--- src/rtl/clock_pkg.sv ---
// clock_pkg
//   Shared definitions for the time-of-day counter:
//   - state_t       : mode encoding driven onto STATE
//   - *_MAX         : BCD terminal values for each time field
//   - DEF_*         : default prescaler / blink rates
//   - bcd_inc()     : two-digit BCD increment with wrap at a BCD maximum
package clock_pkg;

  typedef enum logic [1:0] {
    ST_NORMAL   = 2'b00,
    ST_SET_HOUR = 2'b01,
    ST_SET_MIN  = 2'b10
  } state_t;

  localparam logic [7:0] SEC_MAX  = 8'h59;
  localparam logic [7:0] MIN_MAX  = 8'h59;
  localparam logic [7:0] HOUR_MAX = 8'h23;

  localparam int DEF_TICKS_PER_SEC = 100;
  localparam int DEF_BLINK_TICKS   = 50;

  // Values at or above max wrap to 00, so a corrupted value can never
  // walk the tens digit past its bound. Comparing packed BCD as binary
  // is order-preserving for valid BCD.
  function automatic logic [7:0] bcd_inc(input logic [7:0] value,
                                         input logic [7:0] max);
    logic [7:0] result;
    if (value >= max) begin
      result = 8'h00;
    end else if (value[3:0] >= 4'd9) begin
      result = {value[7:4] + 4'd1, 4'd0};
    end else begin
      result = {value[7:4], value[3:0] + 4'd1};
    end
    return result;
  endfunction

endpackage

--- src/rtl/bcd_mod_counter.sv ---
// bcd_mod_counter
//   Two-digit BCD counter that wraps from MAX back to 00.
//   Ports:
//     CLK   in   system clock
//     RST   in   synchronous active-high reset (VALUE -> 00)
//     CLR   in   synchronous clear, takes priority over INC
//     INC   in   advance by one
//     VALUE out  current BCD value
//     CARRY out  INC while VALUE == MAX (combinational), feeds next field
module bcd_mod_counter
  import clock_pkg::*;
#(
  parameter logic [7:0] MAX = SEC_MAX
) (
  input  logic       CLK,
  input  logic       RST,
  input  logic       CLR,
  input  logic       INC,
  output logic [7:0] VALUE,
  output logic       CARRY
);

  logic [7:0] r_value;

  always_ff @(posedge CLK) begin
    if (RST) begin
      r_value <= 8'h00;
    end else if (CLR) begin
      r_value <= 8'h00;
    end else if (INC) begin
      r_value <= bcd_inc(r_value, MAX);
    end
  end

  assign VALUE = r_value;
  assign CARRY = INC && (r_value == MAX);

endmodule

--- src/rtl/clock_time_counter.sv ---
// clock_time_counter
//   24 h BCD time-of-day counter driven by a 100 Hz clock enable, with a
//   button-driven set mode for hours and minutes and a blink request for
//   the field being edited.
//   Ports:
//     CLK       in   system clock
//     RST       in   synchronous active-high reset
//     CE10      in   one-CLK-wide 100 Hz enable
//     BTN_MODE  in   debounced mode button level
//     BTN_UP    in   debounced increment button level
//     HOUR      out  BCD hours 00-23
//     MIN       out  BCD minutes 00-59
//     SEC       out  BCD seconds 00-59
//     STATE     out  00 NORMAL, 01 SET_HOUR, 10 SET_MIN
//     BLINK     out  blank request for the field being set
module clock_time_counter
  import clock_pkg::*;
#(
  parameter int TICKS_PER_SEC = DEF_TICKS_PER_SEC,
  parameter int BLINK_TICKS   = DEF_BLINK_TICKS
) (
  input  logic       CLK,
  input  logic       RST,
  input  logic       CE10,
  input  logic       BTN_MODE,
  input  logic       BTN_UP,
  output logic [7:0] HOUR,
  output logic [7:0] MIN,
  output logic [7:0] SEC,
  output logic [1:0] STATE,
  output logic       BLINK
);

  localparam int PW = (TICKS_PER_SEC > 1) ? $clog2(TICKS_PER_SEC) : 1;
  localparam int BW = $clog2(BLINK_TICKS + 1);

  state_t          r_state;
  logic [PW-1:0]   r_presc;
  logic [BW-1:0]   r_blink_cnt;
  logic            r_blink;
  logic            r_mode_hist;
  logic            r_up_hist;

  logic            w_mode_press;
  logic            w_up_press;
  logic            w_up_act;
  logic            w_normal;
  logic            w_presc_wrap;
  logic            w_blink_wrap;
  logic            w_sec_inc;
  logic            w_sec_clr;
  logic            w_min_inc;
  logic            w_hour_inc;
  logic            w_sec_carry;
  logic            w_min_carry;
  // Midnight rollover has no consumer; the hour field simply wraps.
  logic            w_unused_hour_carry;

  // Rising-edge detect against the previous sampled level.
  assign w_mode_press = BTN_MODE & ~r_mode_hist;
  assign w_up_press   = BTN_UP & ~r_up_hist;
  // MODE wins when both buttons rise on the same edge.
  assign w_up_act     = w_up_press & ~w_mode_press;

  assign w_normal     = (r_state == ST_NORMAL);
  assign w_presc_wrap = (r_presc == PW'(TICKS_PER_SEC - 1));
  assign w_blink_wrap = (r_blink_cnt == BW'(BLINK_TICKS - 1));

  // Time only advances in NORMAL; the carry chain is used only there so
  // set-mode edits never ripple into neighbouring fields.
  assign w_sec_inc  = w_normal & CE10 & w_presc_wrap;
  assign w_sec_clr  = (r_state == ST_SET_MIN) & w_mode_press;
  assign w_min_inc  = (w_normal & w_sec_carry) |
                      ((r_state == ST_SET_MIN) & w_up_act);
  assign w_hour_inc = (w_normal & w_min_carry) |
                      ((r_state == ST_SET_HOUR) & w_up_act);

  bcd_mod_counter #(.MAX(SEC_MAX)) u_sec (
    .CLK   (CLK),
    .RST   (RST),
    .CLR   (w_sec_clr),
    .INC   (w_sec_inc),
    .VALUE (SEC),
    .CARRY (w_sec_carry)
  );

  bcd_mod_counter #(.MAX(MIN_MAX)) u_min (
    .CLK   (CLK),
    .RST   (RST),
    .CLR   (1'b0),
    .INC   (w_min_inc),
    .VALUE (MIN),
    .CARRY (w_min_carry)
  );

  bcd_mod_counter #(.MAX(HOUR_MAX)) u_hour (
    .CLK   (CLK),
    .RST   (RST),
    .CLR   (1'b0),
    .INC   (w_hour_inc),
    .VALUE (HOUR),
    .CARRY (w_unused_hour_carry)
  );

  always_ff @(posedge CLK) begin
    if (RST) begin
      r_state     <= ST_NORMAL;
      r_presc     <= '0;
      r_blink_cnt <= '0;
      r_blink     <= 1'b0;
      r_mode_hist <= 1'b0;
      r_up_hist   <= 1'b0;
    end else begin
      r_mode_hist <= BTN_MODE;
      r_up_hist   <= BTN_UP;
      case (r_state)
        ST_NORMAL: begin
          // Blink counter is parked at 0 so entering SET_HOUR starts a
          // fresh half-period with BLINK low.
          r_blink_cnt <= '0;
          r_blink     <= 1'b0;
          if (CE10) begin
            r_presc <= w_presc_wrap ? '0 : r_presc + PW'(1);
          end
          if (w_mode_press) begin
            r_state <= ST_SET_HOUR;
          end
        end
        ST_SET_HOUR, ST_SET_MIN: begin
          // Prescaler frozen; blink phase runs continuously across both
          // set states.
          if (CE10) begin
            if (w_blink_wrap) begin
              r_blink_cnt <= '0;
              r_blink     <= ~r_blink;
            end else begin
              r_blink_cnt <= r_blink_cnt + BW'(1);
            end
          end
          if (w_mode_press) begin
            if (r_state == ST_SET_HOUR) begin
              r_state <= ST_SET_MIN;
            end else begin
              // Seconds restart from a clean boundary after editing.
              r_state     <= ST_NORMAL;
              r_presc     <= '0;
              r_blink_cnt <= '0;
              r_blink     <= 1'b0;
            end
          end
        end
        default: begin
          r_state     <= ST_NORMAL;
          r_presc     <= '0;
          r_blink_cnt <= '0;
          r_blink     <= 1'b0;
        end
      endcase
    end
  end

  assign STATE = r_state;
  assign BLINK = r_blink;

endmodule

--- config.mk ---
export PLATFORM = sky130hd
export DESIGN_NAME = clock_time_counter
export DESIGN_NICKNAME = d
export VERILOG_FILES = /design/src/rtl/clock_pkg.sv /design/src/rtl/bcd_mod_counter.sv /design/src/rtl/clock_time_counter.sv
export SDC_FILE = /design/constraint.sdc
export NUM_CORES = 1
export LEC_CHECK = 0
export CORE_ASPECT_RATIO = 0.6
export CORE_MARGIN = 3
export CORE_UTILIZATION = 58
export CTS_CLUSTER_SIZE = 8
export DETAILED_ROUTE_END_ITERATION = 12
export PLACE_DENSITY = 0.87
export SYNTH_ARGS = -nofsm -noshare
export SYNTH_HDL_FRONTEND = slang
export SYNTH_SLANG_ARGS = --single-unit
--- constraint.sdc ---
create_clock -name CLK -period 5 [get_ports CLK]
set_input_delay 0.75 -clock CLK [delete_from_list [all_inputs] [get_ports CLK]]
set_output_delay 0.75 -clock CLK [all_outputs]
set_load 0.05 [all_outputs]
# Word level (Yosys, flattened, before mapping)
# Cells that the tools add are included.
[op_classes] reduce_logical=14 eq_ne=10 n_bitwise=17 n_addsub=8 n_lt_le_gt_ge=6 n_mux=23
[ops] op="$mux 8" count=6
[ops] op="$mux 7" count=4
[ops] op="$add 4x1->4 const B" count=6
[ops] op="$mux 6" count=4
[ops] op="$eq 8x7->1 const B" count=2
[ops] op="$ge 8x7->1 const B" count=2
[ops] op="$pmux 7 s2" count=1
[ops] op="$ge 4x4->1 const B" count=3
[ops] op="$and 1x1->1" count=10
[ops] op="$ge 8x6->1 const B" count=1
[ops] op="$ne 2x2->1 const B" count=4
[ops] op="$reduce_and 2->1" count=4
[ops] op="$add 7x1->7 const B" count=1
[ops] op="$eq 7x7->1 const B" count=1
[ops] op="$add 6x1->6 const B" count=1
[ops] op="$eq 6x6->1 const B" count=1
[ops] op="$mux 2" count=3
[ops] op="$reduce_bool 2->1" count=3
[ops] op="$reduce_or 2->1" count=3
[ops] op="$not 1->1" count=5
[ops] op="$mux 1" count=4
[ops] op="$pmux 2 s2" count=1
[ops] op="$reduce_and 3->1" count=1
[ops] op="$eq 2x1->1 const B" count=1
[ops] op="other kinds (4)" count=6
[word_totals] ff_bits=42 word_cells=90

# Logic depth before layout (Yosys ltp)
[depth] depth_word=10 depth_mapped=7 ltp_nobuf=7

# Cells and area by module
# A second synthesis with hierarchy kept.
[hier_totals] hier_cells=246 hier_area_um2=2238.4
[modules_own_cells] module="clock_time_counter" instances=1 cells_per_inst=103 area_per_inst_um2=934.6
[modules_own_cells] module="bcd_mod_counter at u_min ..." instances=2 cells_per_inst=47 area_per_inst_um2=437.9
[modules_own_cells] module="bcd_mod_counter at u_hour" instances=1 cells_per_inst=49 area_per_inst_um2=427.9

# Least setup slack after synthesis
# Ideal clock, no wire load.
[synth_timing] path_kind="register to register" startpoint="register u_sec.r_value[0], in the netlist u_sec.VALUE[0]" endpoint="register u_hour.r_value[2], in the netlist u_hour.VALUE[2]" setup_time_ps=117 path_stages_with_launch=7 path_slack_ps=2498 arrival_time_ps=2385 path_cell_list="dfxtp_1 ha_1 or4bb_1 nor4_4 o21ai_2 a22o_1 a32o_1"
[synth_between] elab_chain_cells=7
[synth_lines] element="from (decl)" line_no="bcd_mod_counter.sv:23" source="logic [7:0] r_value;"
[synth_lines] element="from (signal assigned)" line_no="bcd_mod_counter.sv:31" source="r_value <= bcd_inc(r_value, MAX);"
[synth_lines] element="$eq 8x7->1" line_no="bcd_mod_counter.sv:36" source="assign CARRY = INC && (r_value == MAX);"
[synth_lines] element="$logic_and 1x1->1" line_no="bcd_mod_counter.sv:36"
[synth_lines] element="$and 1x1->1" line_no="clock_time_counter.sv:73" source="assign w_min_inc = (w_normal & w_sec_carry) |"
[synth_lines] element="$or 1x1->1" line_no="clock_time_counter.sv:73"
[synth_lines] element="$logic_and 1x1->1" line_no="bcd_mod_counter.sv:36"
[synth_lines] element="$and 1x1->1" line_no="clock_time_counter.sv:75" source="assign w_hour_inc = (w_normal & w_min_carry) |"
[synth_lines] element="$or 1x1->1" line_no="clock_time_counter.sv:75"
[synth_lines] element="to (signal assigned)" line_no="bcd_mod_counter.sv:31"
[synth_lines] element="to (decl)" line_no="bcd_mod_counter.sv:23"
# No other way between the ends.
# A chain may end at the register's enable or synchronous reset.

# Worst setup path in the final report
[layout_timing] startpoint="input port CE10" endpoint="register u_hour.r_value[2], in the netlist u_hour.VALUE[2]"
[layout_between] elab_chain_cells=8
[layout_lines] element="from (decl)" line_no="clock_time_counter.sv:24" source="input logic CE10,"
[layout_lines] element="$and 1x1->1 (2 in series)" line_no="clock_time_counter.sv:71" source="assign w_sec_inc = w_normal & CE10 & w_presc_wrap;"
[layout_lines] element="$logic_and 1x1->1" line_no="bcd_mod_counter.sv:36"
[layout_lines] element="$and 1x1->1" line_no="clock_time_counter.sv:73"
[layout_lines] element="$or 1x1->1" line_no="clock_time_counter.sv:73"
[layout_lines] element="$logic_and 1x1->1" line_no="bcd_mod_counter.sv:36"
[layout_lines] element="$and 1x1->1" line_no="clock_time_counter.sv:75"
[layout_lines] element="$or 1x1->1" line_no="clock_time_counter.sv:75"
# No other way between the ends.

==> flow_summary.ini <==
[placement]
hpwl_after_detailed_placement_um = 3626
numPortBuffers = 31
dp_slack_ps = 2005
place_inst = 334
place_congestion = 0.9473
place_area_um2 = 2623

[critical_path]
worst_ep_arrival_time_ps = 2910
cp_num_cells = 6
setup.worst_path.end_class = register
critical_path.cell_chain = clkdlybuf4s50_1 -> nand4_1 -> nor4_4 -> o21ai_2 -> a22o_1 -> a32o_1
r2r_end = u_hour.VALUE[2]
regToRegStartpoint = STATE[1]
critPathTopFamily = simple AND/OR/NAND/NOR gates
path_class = in -> reg
r2r_slack_ps = 2620
critical_path.startpoint_type = input pin
path_buf_inv = 1
critical_path_peak_fanout = 9
worst_ep_required_time_ps = 5190
critical_path.max_stage_delay_ps = 680
crit_start = CE10
critPathSlowestCell = sky130_fd_sc_hd__clkdlybuf4s50_1
ff2ff_path_depth = 7

[drt]
drt_wl_total_um = 5152
drt_iter0_drc = 65
routed_wire_length_per_instance_um = 15.06
firstDrtPassIters = 4
route.vias.total = 1997
detail_route.vias_per_cell = 5.839
drc = 0
ant_nets = 0

[sta]
fmax_mhz = 368.5
setup_ws_ps = 2286
clock-skew-final_ps = 10.61
tns_ps = 0
whs_ps = 465.5
finalSetupViolCount = 0
final_max_slew_viol_count = 0
hold_viol_final = 0
worst_pin_slew_ps = 783.8
maxSlewHeadroom_pct = 47.58
fin_crit_sh_pct = 54.28
final_period_minus_worst_setup_slack_ps = 2714
rsz0062_at_grt = false

[floorplan]
core_area_um2 = 3503
io-pin-count = 32
chipWidth_um = 86.78
rows = 16
start_util_pct = 64.82
die_y_um = 54.47
design.die.area_um2 = 4727

[power]
power.combinational.fraction_pct = 14.9
power.share.clock_pct = 36.6
netSwitchingFraction_pct = 27.32
cellLeakagePower_nw = 0.9852
fin_total_pwr_uw = 728.6
share_seq_of_total_power_pct = 48.5
power-per-cell-area_nw_per_um2 = 267.0
worst_vdd_drop_mv = 0.2937
power_switching_uw = 199.1
internal-power_uw = 529.6

[logic_synthesis]
yosys.cell_types.count = 47
yosysSeqAreaShare_pct = 37.02
synth_edf_count = 0
synth.avg_cell_area_um2 = 8.668
synthFlopType = sky130_fd_sc_hd__dfxtp_1
cell_area_after_technology_mapping_um2 = 2271
async_flop_share_pct = 0
syn-instance-count = 262
ys_seq_elements = 42
mappedNetlistNets = 289
synth.yosys.warnings = 0

[clock_network]
tritoncts = done
cts.repair.resized = 0
cts-buffers-inserted = 5
cts.reportedPaths.clkPinSlew_ps = 80
clock_tree.htree_level_count = 2
cts_root_buffer = sky130_fd_sc_hd__clkbuf_8
clk-insertion-delay-late_ps = 300
postCtsSetupBuffers = 0
cts.sinks = 42
clk_path_buf_depth = 2
number_of_hold_repair_buffers_added_at_the_cts_stage = 0

[worst_hold_path]
min_delay_worst_endpoint = u_sec.VALUE[7]
hold-path-cell-count = 2
worstHoldPathType = reg -> reg
timing.hold.worst.start = u_sec.VALUE[7]

[cells_and_area]
fin_nets = 323
layout-drive-gt1-share_pct = 5.387
antennaDiodeCount = 0
finalCoreUtilization_pct = 77.89
layout.cells.most_common = sky130_fd_sc_hd__dfxtp_1
mostFrequentLayoutCells = sky130_fd_sc_hd__dfxtp_1, sky130_fd_sc_hd__nor2_1, sky130_fd_sc_hd__clkdlybuf4s50_1
stdcell_count = 342
area_delta_synth_final_pct = 20.17
filler_cell_count = 266
fin_area_um2 = 2729

[grt]
gr-total-overflow = 0
gr-usage-all-layers_pct = 23.77
grt_first_pass_wirelength_um = 8694
first_global_vias = 1831
antenna_found_initial = 0
grt_start_max_net_pins = 22

[run]
cap_violations = 0

[run_status]
outcome = finished, final reports clean
[state kept, by name, indices dropped and copies added (netlist names)]
register	count
BLINK	1
STATE	2
r_blink_cnt	6
r_mode_hist	1
r_presc	7
r_up_hist	1
u_hour.VALUE	8
u_min.VALUE	8
u_sec.VALUE	8
[synthesized netlist by cell type (3+ instances only)]
| library cell | n | area, um^2 |
|---|---|---|
| sky130_fd_sc_hd__nand2_1 | 22 | 82.58 |
| sky130_fd_sc_hd__a221oi_1 | 3 | 26.28 |
| sky130_fd_sc_hd__o2111ai_1 | 4 | 35.03 |
| sky130_fd_sc_hd__o31ai_1 | 4 | 30.03 |
| sky130_fd_sc_hd__a21oi_1 | 16 | 80.08 |
| sky130_fd_sc_hd__nor4_1 | 3 | 18.77 |
| sky130_fd_sc_hd__nor2b_1 | 4 | 25.02 |
| sky130_fd_sc_hd__xor2_1 | 7 | 61.31 |
| sky130_fd_sc_hd__o21ai_0 | 9 | 45.04 |
| sky130_fd_sc_hd__clkbuf_1 | 3 | 11.26 |
| sky130_fd_sc_hd__nor3_1 | 6 | 30.03 |
| sky130_fd_sc_hd__o211ai_1 | 3 | 22.52 |
| sky130_fd_sc_hd__dfxtp_1 | 42 | 840.8 |
| sky130_fd_sc_hd__ha_1 | 22 | 275.3 |
| sky130_fd_sc_hd__nand4_1 | 6 | 37.54 |
| sky130_fd_sc_hd__xnor2_1 | 7 | 61.31 |
| sky130_fd_sc_hd__nor2_1 | 34 | 127.6 |
| sky130_fd_sc_hd__or2_2 | 3 | 18.77 |
| sky130_fd_sc_hd__inv_1 | 25 | 93.84 |
| sky130_fd_sc_hd__nand3_1 | 5 | 25.02 |
[power by group through the flow]
stage	clock [mW]	sequential [mW]	combinational [mW]
global route	0.286	0.355	0.120
finish	0.266	0.354	0.109
floorplan	0	0.372	0.0626
global placement	0	0.360	0.100
CTS	0.269	0.353	0.108
detailed placement	0	0.361	0.103
[cell type report]
| class | count | area [um^2] | share of cell area (%) |
|---|---|---|---|
| Multi-Input combinational cell | 191 | 1321 | 48.42 |
| Sequential cell | 42 | 840.8 | 30.81 |
| Timing Repair Buffer | 31 | 310.3 | 11.37 |
| Inverter | 25 | 93.84 | 3.439 |
| Clock buffer | 7 | 76.32 | 2.797 |
| Tap cell | 45 | 56.30 | 2.063 |
| Clock inverter | 1 | 30.03 | 1.100 |
[metal layers]
metal	part of all wire (%)	up-vias	global-route usage (%)
met5	0	-	0
met4	1.0	0	6.995
met1	51	929	34.03
met3	7.3	9	6.316
li1	-	985	-
met2	41	74	35.01
[worst min-delay path, stage by stage, from the launching register on]
cell	delay, ps
sky130_fd_sc_hd__dfxtp_1	340
sky130_fd_sc_hd__nand2_1	60
sky130_fd_sc_hd__nor2_1	30
[how the worst max path moves through the flow]
| stage | end | slack [ps] |
|---|---|---|
| 3_5_place_dp | u_hour.VALUE[2] | 2000 |
| 3_3_place_gp | u_hour.VALUE[2] | 2060 |
| 4_1_cts | u_hour.VALUE[2] | 2290 |
| 2_1_floorplan | u_hour.VALUE[2] | 2500 |
| 6_report | u_hour.VALUE[2] | 2290 |
| 5_1_grt | u_min.VALUE[7] | 2110 |
[logic make-up after synthesis]
group	Yosys count	synth area share (%)
AO/OA/AOI/OAI	53	16.91
multiplexers	1	0.4408
AND/OR/NAND/NOR	101	23.31
adder cells (fa/ha/maj)	22	12.12
XOR/XNOR	14	5.400
flip-flops	42	37.02
buffers and inverters	29	4.793
No activity file was read; power rests on OpenSTA's default activity.
